`config.mk`:
```
export PLATFORM = sky130hd
export DESIGN_NAME = caliptra_fpga_sync_apb_master
export DESIGN_NICKNAME = d
export VERILOG_FILES = /design/src/rtl/caliptra_fpga_sync_apb_master.sv
export SDC_FILE = /design/constraint.sdc
export NUM_CORES = 1
export LEC_CHECK = 0
export BUFFER_PORTS_ARGS = -buffer_cell sky130_fd_sc_hd__buf_2
export CAP_MARGIN = 20
export CORE_ASPECT_RATIO = 1.75
export CORE_MARGIN = 8
export CORE_UTILIZATION = 47
export CTS_CLUSTER_SIZE = 8
export DETAILED_ROUTE_END_ITERATION = 16
export GPL_TIMING_DRIVEN = 0
export PLACE_DENSITY = 0.8
export RECOVER_POWER = 50
export SLEW_MARGIN = 20
export SYNTH_ARGS = -nofsm -noshare
export SYNTH_HDL_FRONTEND = slang
export SYNTH_SLANG_ARGS = --single-unit
```
`constraint.sdc`:
```
create_clock -name aclk -period 2.8 [get_ports aclk]
set_input_delay 0.28 -clock aclk [delete_from_list [all_inputs] [get_ports aclk]]
set_output_delay 0.28 -clock aclk [all_outputs]
set_load 0.03 [all_outputs]
```
`src/rtl/caliptra_fpga_sync_apb_master.sv`:
```
// APB requester: takes one command from the FPGA sync register block, runs a SETUP/ACCESS
// transfer against the Caliptra APB slave (advanced only on clk_en cycles) and returns a response.
module caliptra_fpga_sync_apb_master #(
   parameter int unsigned ADDR_W  = 32,
   parameter int unsigned DATA_W  = 32,
   parameter int unsigned USER_W  = 32,
   parameter int unsigned TIMEOUT = 1024
) (
   input  logic              aclk,
   input  logic              rstn,
   input  logic              clk_en,
   input  logic              cmd_valid,
   output logic              cmd_ready,
   input  logic              cmd_write,
   input  logic [ADDR_W-1:0] cmd_addr,
   input  logic [DATA_W-1:0] cmd_wdata,
   input  logic [2:0]        cmd_pprot,
   input  logic [USER_W-1:0] cmd_pauser,
   output logic              rsp_valid,
   input  logic              rsp_ready,
   output logic [DATA_W-1:0] rsp_rdata,
   output logic              rsp_slverr,
   output logic              rsp_timeout,
   output logic              busy,
   output logic [7:0]        err_count,
   output logic              PSEL,
   output logic              PENABLE,
   output logic              PWRITE,
   output logic [ADDR_W-1:0] PADDR,
   output logic [DATA_W-1:0] PWDATA,
   output logic [2:0]        PPROT,
   output logic [USER_W-1:0] PAUSER,
   input  logic [DATA_W-1:0] PRDATA,
   input  logic              PREADY,
   input  logic              PSLVERR
);

   localparam int unsigned CNT_W     = (TIMEOUT > 1) ? $clog2(TIMEOUT) : 1;
   localparam bit          HAS_TO    = (TIMEOUT != 0);
   localparam int unsigned TO_LAST_I = (TIMEOUT == 0) ? 0 : TIMEOUT - 1;
   localparam logic [CNT_W-1:0] TO_LAST = TO_LAST_I[CNT_W-1:0];

   typedef enum logic [1:0] {
      S_IDLE,
      S_SETUP,
      S_ACCESS,
      S_RESP
   } state_t;

   state_t            r_state;
   state_t            w_next;
   logic              w_accept;
   logic              w_done;
   logic              w_to;
   logic [CNT_W-1:0]  r_cnt;
   logic              r_pwrite;
   logic [ADDR_W-1:0] r_paddr;
   logic [DATA_W-1:0] r_pwdata;
   logic [2:0]        r_pprot;
   logic [USER_W-1:0] r_pauser;
   logic [DATA_W-1:0] r_rdata;
   logic              r_slverr;
   logic              r_timeout;
   logic [7:0]        r_err;

   always_ff @(posedge aclk or negedge rstn) begin
      if (!rstn) r_state <= S_IDLE;
      else       r_state <= w_next;
   end

   // PREADY is checked before the timeout so a same-cycle completion wins.
   always_comb begin
      w_next   = r_state;
      w_accept = 1'b0;
      w_done   = 1'b0;
      w_to     = 1'b0;
      case (r_state)
         S_IDLE: begin
            if (cmd_valid) begin
               w_accept = 1'b1;
               w_next   = S_SETUP;
            end
         end
         S_SETUP: begin
            if (clk_en) w_next = S_ACCESS;
         end
         S_ACCESS: begin
            if (clk_en) begin
               if (PREADY) begin
                  w_done = 1'b1;
                  w_next = S_RESP;
               end else if (HAS_TO && (r_cnt == TO_LAST)) begin
                  w_to   = 1'b1;
                  w_next = S_RESP;
               end
            end
         end
         S_RESP: begin
            if (rsp_ready) w_next = S_IDLE;
         end
         default: w_next = S_IDLE;
      endcase
   end

   always_ff @(posedge aclk or negedge rstn) begin
      if (!rstn) begin
         r_pwrite <= 1'b0;
         r_paddr  <= '0;
         r_pwdata <= '0;
         r_pprot  <= '0;
         r_pauser <= '0;
      end else if (w_accept) begin
         r_pwrite <= cmd_write;
         r_paddr  <= cmd_addr;
         r_pwdata <= cmd_wdata;
         r_pprot  <= cmd_pprot;
         r_pauser <= cmd_pauser;
      end
   end

   always_ff @(posedge aclk or negedge rstn) begin
      if (!rstn) begin
         r_cnt <= '0;
      end else if (r_state == S_SETUP) begin
         r_cnt <= '0;
      end else if ((r_state == S_ACCESS) && clk_en && !PREADY) begin
         r_cnt <= r_cnt + 1'b1;
      end
   end

   always_ff @(posedge aclk or negedge rstn) begin
      if (!rstn) begin
         r_rdata   <= '0;
         r_slverr  <= 1'b0;
         r_timeout <= 1'b0;
      end else if (w_done) begin
         r_rdata   <= r_pwrite ? '0 : PRDATA;
         r_slverr  <= PSLVERR;
         r_timeout <= 1'b0;
      end else if (w_to) begin
         r_rdata   <= '0;
         r_slverr  <= 1'b1;
         r_timeout <= 1'b1;
      end
   end

   always_ff @(posedge aclk or negedge rstn) begin
      if (!rstn) begin
         r_err <= '0;
      end else if (((w_done && PSLVERR) || w_to) && (r_err != 8'hFF)) begin
         r_err <= r_err + 8'd1;
      end
   end

   assign cmd_ready   = (r_state == S_IDLE);
   assign busy        = (r_state != S_IDLE);
   assign PSEL        = (r_state == S_SETUP) || (r_state == S_ACCESS);
   assign PENABLE     = (r_state == S_ACCESS);
   assign PWRITE      = r_pwrite;
   assign PADDR       = r_paddr;
   assign PWDATA      = r_pwdata;
   assign PPROT       = r_pprot;
   assign PAUSER      = r_pauser;
   assign rsp_valid   = (r_state == S_RESP);
   assign rsp_rdata   = rsp_valid ? r_rdata : '0;
   assign rsp_slverr  = rsp_valid & r_slverr;
   assign rsp_timeout = rsp_valid & r_timeout;
   assign err_count   = r_err;

endmodule
```
==> reports/summary.log <==
qor: clock_tree.cts_sinks 154
qor: synthesis.synth_top_family_by_area multiplexers
qor: sta.finalMaxSlewViolations 73
qor: sta.setup_violations 0
qor: clock_tree.cts_htree_levels 4
qor: floorplanning.num_rows 55
qor: sta.final_hold_viol_count 0
qor: clock_tree.cts-root-buf clkbuf_16
qor: sta.period_needed 2.38 ns
qor: routing.viasPerCell 5.10
qor: synthesis.syn-mean-instance-area 14.3 µm²
qor: synthesis.synth.yosys.seq_area_share 61.7%
qor: floorplanning.die_height 168 µm
qor: power_and_ir_drop.cellPowerDensity 1270 mW/mm²
qor: critical_path.critical_path_peak_fanout 10
qor: synthesis.async_reset_ff_share 100%
qor: final_layout.layout-area-overhead-vs-synth 33.7%
qor: sta.rsz0062_at_grt false
qor: routing.routed_wire_length_per_instance 18.7 µm
qor: synthesis.synth_top_cell_area_share 61.7%
qor: synthesis.synth_cell_type_count 36
qor: synthesis.synth_top_cells_by_area dfrtp_1, mux2_2, a22o_1
qor: synthesis.synth_nets 583
qor: grt.track_usage 20.2%
qor: synthesis.mappedNetlistArea 0.00624 mm²
qor: sta.final_hold_slack 0.0896 ns
qor: critical_path.worstSetupStartpointType register
qor: synthesis.synth.top_cells.by_count dfrtp_1, mux2_2, and2_1
qor: synthesis.synth_cells 437
qor: synthesis.number_of_enable_flip_flop_cells_after_synthesis 0
qor: critical_path.endpoint_kind register
qor: final_layout.post_route_cells_drive_above_1_share 42.9%
qor: floorplanning.die_ar 0.0174 mm²
qor: critical_path.cp.required 3.09 ns
qor: synthesis.post_synth_top_flop dfrtp_1
qor: routing.dr_total_vias 4725
qor: run_status.violated_checks max-capacitance violations, max-slew violations
qor: final_layout.nets 889
qor: synthesis.synth_xor_xnor_area_share 1.26%
qor: clock_tree.tritoncts.num_buffers 17
qor: grt.global_route.overflow_total 0
qor: routing.drcViolationCount 0
qor: synthesis.yosysWarningCount 0
qor: sta.fin_worst_skew 0.00975 ns
qor: placement.dp_slack 0.416 ns
qor: critical_path.worst_ep_arrival_time 2.67 ns
qor: floorplanning.core_region_area 0.0129 mm²
qor: floorplanning.initial_utilization 48.2%
qor: routing.first_pass_iters 4
qor: synthesis.synth_mux_area_share 19.6%
qor: synthesis.synth_compound_area_share 6.17%
qor: synthesis.synth-adder-area-share 1.40%
qor: clock_tree.post_cts.resized_instances 0
qor: grt.via_count_of_the_first_global_routing_pass 5297
qor: grt.antenna_found_initial 0
qor: power_and_ir_drop.leakagePower 0.00402 µW
qor: job.max-cap-violations 1
qor: sta.layout_setup_ws 0.420 ns
qor: floorplanning.boundaryPins 286
qor: clock_tree.cts.repair_timing.setup_buffer_count 0
qor: clock_tree.clock_tree.buffer_depth 2
qor: clock_tree.cts_tree yes
qor: clock_tree.clk-insertion-delay-late 0.41 ns
qor: clock_tree.cts-hold-fix-buffers 1
qor: routing.drt_first_iter_violations 103
qor: synthesis.yosys.area_share.simple 7.84%
qor: worst_hold_path.min-delay-path-class input pin to register
qor: placement.place_hpwl 14000 µm
qor: floorplanning.die_w 103 µm
qor: sta.maxSlewHeadroom -20.3%
qor: placement.input_output_buffers 285
qor: synthesis.synth.most_common_cell dfrtp_1
qor: grt.grt_max_degree 83
qor: synthesis.synth_top_area_cell dfrtp_1
qor: power_and_ir_drop.vdd.ir_drop.worst 0.828 mV
qor: routing.detail-route-antenna-nets 0
qor: critical_path.setup.worst_path.class register to register
qor: synthesis.ys_ff_latch 154
qor: final_layout.antenna_cells 0
qor: grt.global_route_wire_length_before_repair 26800 µm
qor: clock_tree.worst_setup_hold_path_clk_slew 0.06 ns
qor: routing.routed_wirelength 17400 µm
qor: sta.max_clock_freq 0.420 GHz
qor: placement.globalplace.congestion 0.840
qor: run_status.outcome complete, but fails checks
qor: sta.max_slew.worst_pin.slew 1.80 ns
qor: sta.finalCritPeriodShare 85.0%
==> metrics by stage <==
step           area, µm²  power [µW]  setup TNS (ns)  util [%]  cells
6_report            8340       10600               0      64.5    927
5_1_grt             8340       11200               0      64.5    927
4_1_cts             8480       11000               0      65.6    927
3_5_place_dp        7920        8820               0      61.2    894
3_3_place_gp        7880        8600          -87.96      60.9    893
2_1_floorplan       6240        7150               0         -    437
==> worst max-delay path, stage by stage, from the launching register on <==
cell and delay, ns:
dfrtp_1 0.40, inv_1 0.13, ha_1 0.37, nand3b_4 0.16, nor4_4 0.54, a31oi_2 0.20
buf_6 0.22, a22o_1 0.24
==> power by group <==
part	internal [µW]	switching (µW)	leakage [µW]
Combinational	1570	3150	0.00185
Sequential	3250	553	0.00190
Clock	1180	933	0.000268
==> placed cells by master (no fill, tap or decap), types with 4 or more instances in the layout <==
cell type and n:
and2_1 34, nand4_1 4, a22o_1 32, xnor2_1 6, nor3_1 4, mux2_2 105
nor2_1 14, buf_2 179, clkinv_4 5, clkbuf_1 123, dfrtp_1 154, clkbuf_16 17
inv_1 6, ha_1 7, nand2_1 15
==> per-layer routing <==
layer	routed length, µm	part of all wire (%)	vias to the layer above	global-route usage [%]
li1	-	-	2151	-
met1	5510	32	2283	19.0
met2	9270	53	239	35.5
met3	1910	11	52	8.38
met4	669	3.9	0	10.4
met5	0	0	-	0
==> path summary, 6_finish.rpt <==
kind,from,end,slack [ns],cells past startpoint
min in group asynchronous,rstn,err_count[6]$_DFFE_PN0P_,0.90,2
hold / removal,PRDATA[18],r_rdata[18]$_DFFE_PN0P_,0.09,2
max in group asynchronous,rstn,PADDR[0]$_DFFE_PN0P_,0.74,3
setup reg to reg,r_state[0]$_DFFE_PN0P_,r_rdata[10]$_DFFE_PN0P_,0.42,7
hold reg to reg,r_timeout$_DFFE_PN0P_,r_timeout$_DFFE_PN0P_,0.49,1
setup / recovery,r_state[0]$_DFFE_PN0P_,r_rdata[10]$_DFFE_PN0P_,0.42,7
==> sequential cells by signal (all words and copies together) (netlist names) <==
name	count
r_cnt	10
r_rdata	32
PWDATA	32
PPROT	3
PAUSER	32
r_timeout	1
PWRITE	1
PADDR	32
err_count	8
r_slverr	1
r_state	2
==> final cells by class <==
cell class	count	area [µm²]
fill	1047	4590
sequential	154	3850
multi-input combinational	257	2270
timing repair buffer	287	1330
clock buffer	19	443
tap	171	214
clock inverter	13	113
buffer	20	97.6
inverter	6	22.5
==> logic make-up (layout without fill, tap and decap cells) <==
logic type      after synthesis  count (layout)
flops                       154             154
mux                         109             109
simple gates                 85              85
compound gates               47              47
buf+inv                      26             345
xor+xnor                      9               9
fa+ha+maj                     7               7
Power figures use the tool's default switching activity.
